`config.mk`:
```
export PLATFORM = sky130hd
export DESIGN_NAME = prime_range_scanner
export DESIGN_NICKNAME = d
export VERILOG_FILES = /design/src/rtl/prime_range_scanner.sv
export SDC_FILE = /design/constraint.sdc
export NUM_CORES = 1
export LEC_CHECK = 0
export BUFFER_PORTS_ARGS = -buffer_cell sky130_fd_sc_hd__buf_2
export CAP_MARGIN = 20
export CORE_MARGIN = 2
export CORE_UTILIZATION = 50
export CTS_CLUSTER_DIAMETER = 80
export CTS_CLUSTER_SIZE = 14
export DETAILED_ROUTE_END_ITERATION = 12
export PLACE_DENSITY = 0.78
export SYNTH_ARGS = -nofsm -noshare
export SYNTH_HDL_FRONTEND = slang
export SYNTH_SLANG_ARGS = --single-unit
```
`constraint.sdc`:
```
create_clock -name clk -period 2.3 [get_ports clk]
set_input_delay 0.46 -clock clk [delete_from_list [all_inputs] [get_ports clk]]
set_output_delay 0.46 -clock clk [all_outputs]
set_load 0.02 [all_outputs]
```
`src/rtl/prime_range_scanner.sv`:
```
// Walks an inclusive unsigned range one candidate per cycle, relying on an external
// combinational primality checker, and streams each prime out on a valid/ready port.
module prime_range_scanner #(
  parameter int COUNT_W = 16
) (
  input  logic               clk,
  input  logic               rst_n,
  input  logic               start_valid,
  output logic               start_ready,
  input  logic [31:0]        range_lo,
  input  logic [31:0]        range_hi,
  input  logic               abort,
  output logic [31:0]        cand_num,
  input  logic               cand_is_prime,
  output logic               prime_valid,
  input  logic               prime_ready,
  output logic [31:0]        prime_data,
  output logic [COUNT_W-1:0] prime_count,
  output logic               busy,
  output logic               done
);

  typedef enum logic [1:0] {
    IDLE  = 2'd0,
    CHECK = 2'd1,
    EMIT  = 2'd2,
    FIN   = 2'd3
  } state_t;

  state_t             state, state_nxt;
  logic [31:0]        cur, cur_nxt;
  logic [31:0]        hi, hi_nxt;
  logic [31:0]        data_nxt;
  logic [COUNT_W-1:0] count_nxt;

  always_ff @(posedge clk or negedge rst_n) begin
    if (!rst_n) begin
      state       <= IDLE;
      cur         <= '0;
      hi          <= '0;
      prime_data  <= '0;
      prime_count <= '0;
    end else begin
      state       <= state_nxt;
      cur         <= cur_nxt;
      hi          <= hi_nxt;
      prime_data  <= data_nxt;
      prime_count <= count_nxt;
    end
  end

  // Termination tests cur==hi before incrementing so a range ending at all-ones never wraps.
  always_comb begin
    state_nxt   = state;
    cur_nxt     = cur;
    hi_nxt      = hi;
    data_nxt    = prime_data;
    count_nxt   = prime_count;
    start_ready = 1'b0;
    prime_valid = 1'b0;
    busy        = 1'b0;
    done        = 1'b0;
    unique case (state)
      IDLE: begin
        start_ready = 1'b1;
        if (start_valid) begin
          cur_nxt   = range_lo;
          hi_nxt    = range_hi;
          count_nxt = '0;
          state_nxt = (range_lo > range_hi) ? FIN : CHECK;
        end
      end
      CHECK: begin
        busy = 1'b1;
        if (abort) begin
          state_nxt = FIN;
        end else if (cand_is_prime) begin
          data_nxt  = cur;
          state_nxt = EMIT;
        end else if (cur == hi) begin
          state_nxt = FIN;
        end else begin
          cur_nxt = cur + 32'd1;
        end
      end
      EMIT: begin
        busy        = 1'b1;
        prime_valid = 1'b1;
        // abort wins over a simultaneous handshake: the prime is dropped, not counted
        if (abort) begin
          state_nxt = FIN;
        end else if (prime_ready) begin
          if (prime_count != '1) count_nxt = prime_count + COUNT_W'(1);
          if (cur == hi) begin
            state_nxt = FIN;
          end else begin
            cur_nxt   = cur + 32'd1;
            state_nxt = CHECK;
          end
        end
      end
      FIN: begin
        done      = 1'b1;
        state_nxt = IDLE;
      end
      default: state_nxt = IDLE;
    endcase
  end

  assign cand_num = cur;

endmodule

```
=== Yosys cells after proc, flatten, opt, wreduce, memory -nomap -nowiden ===
Index checks and enable logic that the tools add are counted.

* $add $sub $neg: 2
* Order comparisons: 1
* Equality and inequality tests: 13
* Muxes and demuxes: 25
* Bitwise operators: 1
* Reductions and logical operators: 9

{| class="wikitable"
|+ Operators by type and width
! kind !! number
|-
| 32-bit two-way mux || 6
|-
| 32-bit case mux with 3 select lines || 1
|-
| 16-bit two-way mux || 4
|-
| 32-bit by 1-bit adder with 32-bit output (second input constant) || 1
|-
| 32-bit equality test || 1
|-
| 32-bit > comparator || 1
|-
| 16-bit case mux with 2 select lines || 1
|-
| 16-bit by 1-bit adder with 16-bit output (second input constant) || 1
|-
| 2-bit two-way mux || 8
|-
| 16-bit != test (second input constant) || 1
|-
| 2-bit != test (second input constant) || 6
|-
| 2-bit case mux with 4 select lines || 1
|-
| 3-bit AND reduction || 2
|-
| 6-bit AND reduction || 1
|-
| 5-bit AND reduction || 1
|-
| 2-bit equality test (second input constant) || 2
|-
| 1-bit two-way mux || 4
|-
| 4-bit != test (second input constant) || 1
|-
| 3-bit != test (second input constant) || 1
|-
| 3-bit nonzero test || 1
|-
| 2-bit by 1-bit equality test with 1-bit output (second input constant) || 1
|-
| 2-bit zero test || 1
|-
| 2-bit AND reduction || 1
|-
| 2-bit nonzero test || 1
|-
| 2 further kinds || 2
|}

* Register bits after elaboration: 114
* Bits of input ports: 70
* Output and inout port bits: 84
* Word-level logic and storage cells: 56

=== Longest topological paths before layout ===
* Depth in word-level cells: 5
* Gate-level depth with buffers: 10
* Mapped depth without buffers: 8

=== Worst setup path before layout ===
OpenSTA, ideal clock, no wires.

* Kind: register -> register
* From: register state[0]
* To: register prime_count[13]
* Setup time: 0.078 ns
* Data arrival time: 2.331 ns
* Required time: 2.222 ns
* Slack: -0.109 ns
* Stages on the path, launching flop included: 10
* Clock period less this slack: 2.409 ns
* Path through: dfrtp_1 -> inv_1 -> ha_1 -> buf_2 -> nor2_1 -> a211o_1 -> a2111oi_2 -> nand2b_1 -> or3_1 -> a21oi_1

* Cells in the longest elaborated chain, start to end: 3
* Elaborated cells on any way between the ends: 9
* Classes of those cells: 5 x eq/ne; 1 x mux; 3 x reduce/logical

{| class="wikitable"
|+ Ends and longest elaborated chain
! what !! RTL line !! source
|-
| from (decl) || 30 || <nowiki>state_t state, state_nxt;</nowiki>
|-
| from (signal assigned) || 44 || <nowiki>state <= state_nxt;</nowiki>
|-
| 2-bit equality test or 2-bit zero test (tied branches) || 63 || <nowiki>unique case (state)</nowiki>
|-
| 2-bit != test (no source line) or 2-bit nonzero test (tied branches) || -- ||
|-
| 5-bit AND reduction (no source line) || -- ||
|-
| to (signal assigned) || 48 || <nowiki>prime_count <= count_nxt;</nowiki>
|-
| to (decl) || 18 || <nowiki>output logic [COUNT_W-1:0] prime_count,</nowiki>
|}

Several ways; a longest one is shown, not always the timed one.
A chain may end at the register's enable or synchronous reset.

=== Worst setup path in the final report ===
* From: register state[0]
* To: register cur[0], in the netlist cand_num[0]

* Cells in the longest elaborated chain, start to end: 3
* Elaborated cells on any way between the ends: 11
* Classes of those cells: 7 x eq/ne; 1 x mux; 3 x reduce/logical

{| class="wikitable"
|+ Ends and longest elaborated chain
! what !! RTL line !! source
|-
| 2-bit by 1-bit equality test with 1-bit output, or another cell as far along || 63 ||
|-
| 2-bit != test (no source line) or 3-bit nonzero test (tied branches) || -- ||
|-
| 6-bit AND reduction (no source line) || -- ||
|-
| to (signal assigned) || 45 || <nowiki>cur <= cur_nxt;</nowiki>
|-
| to (decl) || 31 || <nowiki>logic [31:0] cur, cur_nxt;</nowiki>
|}

Several ways; a longest one is shown, not always the timed one.

==> results.ini <==
[grt]
overflow = 0
grt_pass1_wl_microns = 32600
grt_pass1_vias = 6436
antenna_found_initial = 0
grt_max_degree = 59
grt.total_usage = 0.287

[layout]
nets = 1056
final_cell_mix = 152 x buf_2, 113 x dfrtp_1, 89 x buf_4
final_cell_area_sq_um = 9240
layout_commonest_cell = buf_2
stdcell_count = 1137
area_growth_syn_to_layout_pct = 34.6
insertedDiodeCount = 0
drive_gt1_frac = 0.370
fillCellCount = 1037

[sta]
relSlewSlack = 0.586
grt_setup_unrepaired = true
final.min_clock_period_ns = 2.24
fin_crit_sh = 0.975
timing.fmax_ghz = 0.446
hold_viol = 0
whs_ns = 0.305
tightest_slew_ns = 0.605
setup_violations = 0
slew_violations = 0
clock_skew_ns = 0.00689

[clock_network]
cts_buffers = 17
cts_tree = yes
clk_latency_ns = 0.42
clockBufferDepth = 2
clkTransAtPathRegs_ns = 0.05
h-tree-depth = 4
clock_sinks = 114
cts_root_buffer = clkbuf_16

[critical_path]
reg2reg_slack_ns = 0.06
r2r_start = state[0]$_DFFE_PN0P_
critPathLaunchType = flop
cp_data_arrival_time_ns = 2.54
worst_setup_path_end_kind = flop
crit_start = state[0]$_DFFE_PN0P_
path_max_fanout = 5
r2r_cells = 7
timing.rr.end = cand_num[0]$_DFFE_PN0P_
crit_type = flop to flop
endpoint = cand_num[0]$_DFFE_PN0P_
critPathRequiredTime_ns = 2.60

[floorplanning]
die_h_microns = 121
die_x_microns = 121
rows = 42
core_sq_um = 13300
dieArea_sq_um = 14700
io_pins = 154
start_util = 0.514

[routing]
drcViolationCount = 0
first_pass_iters = 6
drtIter0Drc = 664
num_vias = 6647
antenna_left = 0
drt_wl_total_microns = 20800
wire_per_inst_microns = 18.3
vias_per_cell = 5.85

[pwr]
totalPowerFinal_uw = 14100
pwr-share-comb = 0.556
internal-power_uw = 7960
swShare = 0.436
seqPwrFrac = 0.254
ir_worst_vdd_v = 0.000894
p_leak_uw = 0.00439
switching_power_uw = 6150
pwr-share-clk = 0.189
power_density_nw_per_um2 = 1530

[yosys]
syn_area_per_cell_sq_um = 9.51
ys_seq_area_frac = 0.416
syn_area_sq_um = 6860
synth_cells = 722
ys_types = 62
ys_ff_latch = 114
synth_top_flop_cell = dfrtp_1
yosys_warnings = 0
synth_edf_count = 0
syn_nets = 830
ys_async_sr_fraction = 1.00

[run]
drv_cap = 0

[placed_design]
gp_congestion = 0.906
hpwl_microns = 14900
dp.cells = 1089
io_buffers = 153
place_area_sq_um = 8360

[min_path]
hold_class = input port to flop

[run_status]
status = complete, no violations

## synth_stat cells (all sizes together), types with 2 or more instances
cell,n,area [sq um]
a211oi,11,82.6
a221o,2,20.0
inv,43,161
nand2b,5,38.8
nand4,22,138
ha,38,475
nor4,3,48.8
nor2b,7,51.3
o22ai,19,119
buf,22,115
a21oi,42,214
o21ai,47,235
xnor2,33,289
mux2,31,349
a2111oi,10,119
nor2,22,85.1
a22oi,3,22.5
and3,11,68.8
o2bb2ai,2,17.5
and4,11,96.3
and2,5,31.3
clkbuf,23,88.8
mux2i,20,200
o41ai,2,25.0
xor2,2,17.5
o32ai,2,17.5
nor3,11,55.1
o211ai,2,15.0
a21boi,2,15.0
nand3,25,125
dfrtp,114,2850
o31ai,10,75.1
nand2,86,323
a31o,3,26.3
or3,5,31.3
a41oi,2,17.5
a221oi,2,17.5
a21o,10,75.1
## final cells by class
class                           count  area [sq um]  area share
Tap cell                          176           220      0.0238
Clock buffer                       22           464      0.0502
Multi-Input combinational cell    520          3820       0.413
Sequential cell                   114          2850       0.309
Timing Repair Buffer              252          1590       0.172
Clock inverter                     10           133      0.0144
Inverter                           43           161      0.0175
## power by group through the flow
stage / registers (uW) / logic (uW) / clock network [uW]
after floorplan: 4280 / 3850 / 0
after global placement: 3530 / 7230 / 0
after detailed placement: 3580 / 7380 / 0
after CTS: 3550 / 7450 / 2690
after global routing: 3700 / 8460 / 2790
final: 3590 / 7840 / 2670
## critical path, cell delays in order, from the launching register on
cell	delay, ns
dfrtp_1	0.43
inv_2	0.10
ha_4	0.18
nor2b_4	0.14
a2111o_1	0.50
a31oi_4	0.28
buf_4	0.18
mux2_2	0.33
## layer usage
metal | wire length (microns) | vias up | track usage
li1 | - | 3079 | -
met4 | 503 | 0 | 0.106
met2 | 10000 | 318 | 0.468
met1 | 8550 | 3206 | 0.381
met5 | 0 | - | 0
met3 | 1670 | 44 | 0.0555
## metrics by stage
stage / worst slack (ns) / TNS, ns / utilization
2_1_floorplan: 0.00968 / 0 / -
3_3_place_gp: -0.0917 / -0.0917 / 0.626
3_5_place_dp: -0.126 / -0.139 / 0.626
4_1_cts: 0.00729 / 0 / 0.672
5_1_grt: -0.0848 / -0.210 / 0.692
6_report: 0.0583 / 0 / 0.692
## repair_timing
action / CTS / global route
gates resized for setup: 0 / 36
hold buffers: 1 / 0
endpoints found under the hold margin: 2 / 0
buffers inserted: 0 / 15
endpoints found under the setup margin: 2 / 28
pin swaps: 1 / 14
## worst min-delay path by stage
stage / startpoint / end / slack (ns) / cells past startpoint
finish: range_hi[0] / hi[0]$_DFFE_PN0P_ / 0.31 / 2
global route: range_hi[0] / hi[0]$_DFFE_PN0P_ / 0.31 / 2
CTS: range_hi[0] / hi[0]$_DFFE_PN0P_ / 0.29 / 2
detailed placement: rst_n / prime_data[5]$_DFFE_PN0P_ / 0.27 / 1
global placement: rst_n / prime_data[5]$_DFFE_PN0P_ / 0.27 / 1
floorplan: rst_n / cand_num[0]$_DFFE_PN0P_ / 0.16 / 0
## registers in the layout (all words and copies together), names as in the netlist
signal,count
hi,32
prime_count,16
prime_data,32
state,2
cand_num,32
## logic make-up after synthesis
kind of cell	after synthesis	synth area share
xor gates and xnor gates	35	0.0447
AOI/OAI and AO/OA	178	0.172
buffers and inverters	88	0.0532
muxes	51	0.0800
DFF	114	0.416
and+or+nand+nor	218	0.165
adders and majority gates	38	0.0693
Note: power is estimated with default switching activity, not from simulation.
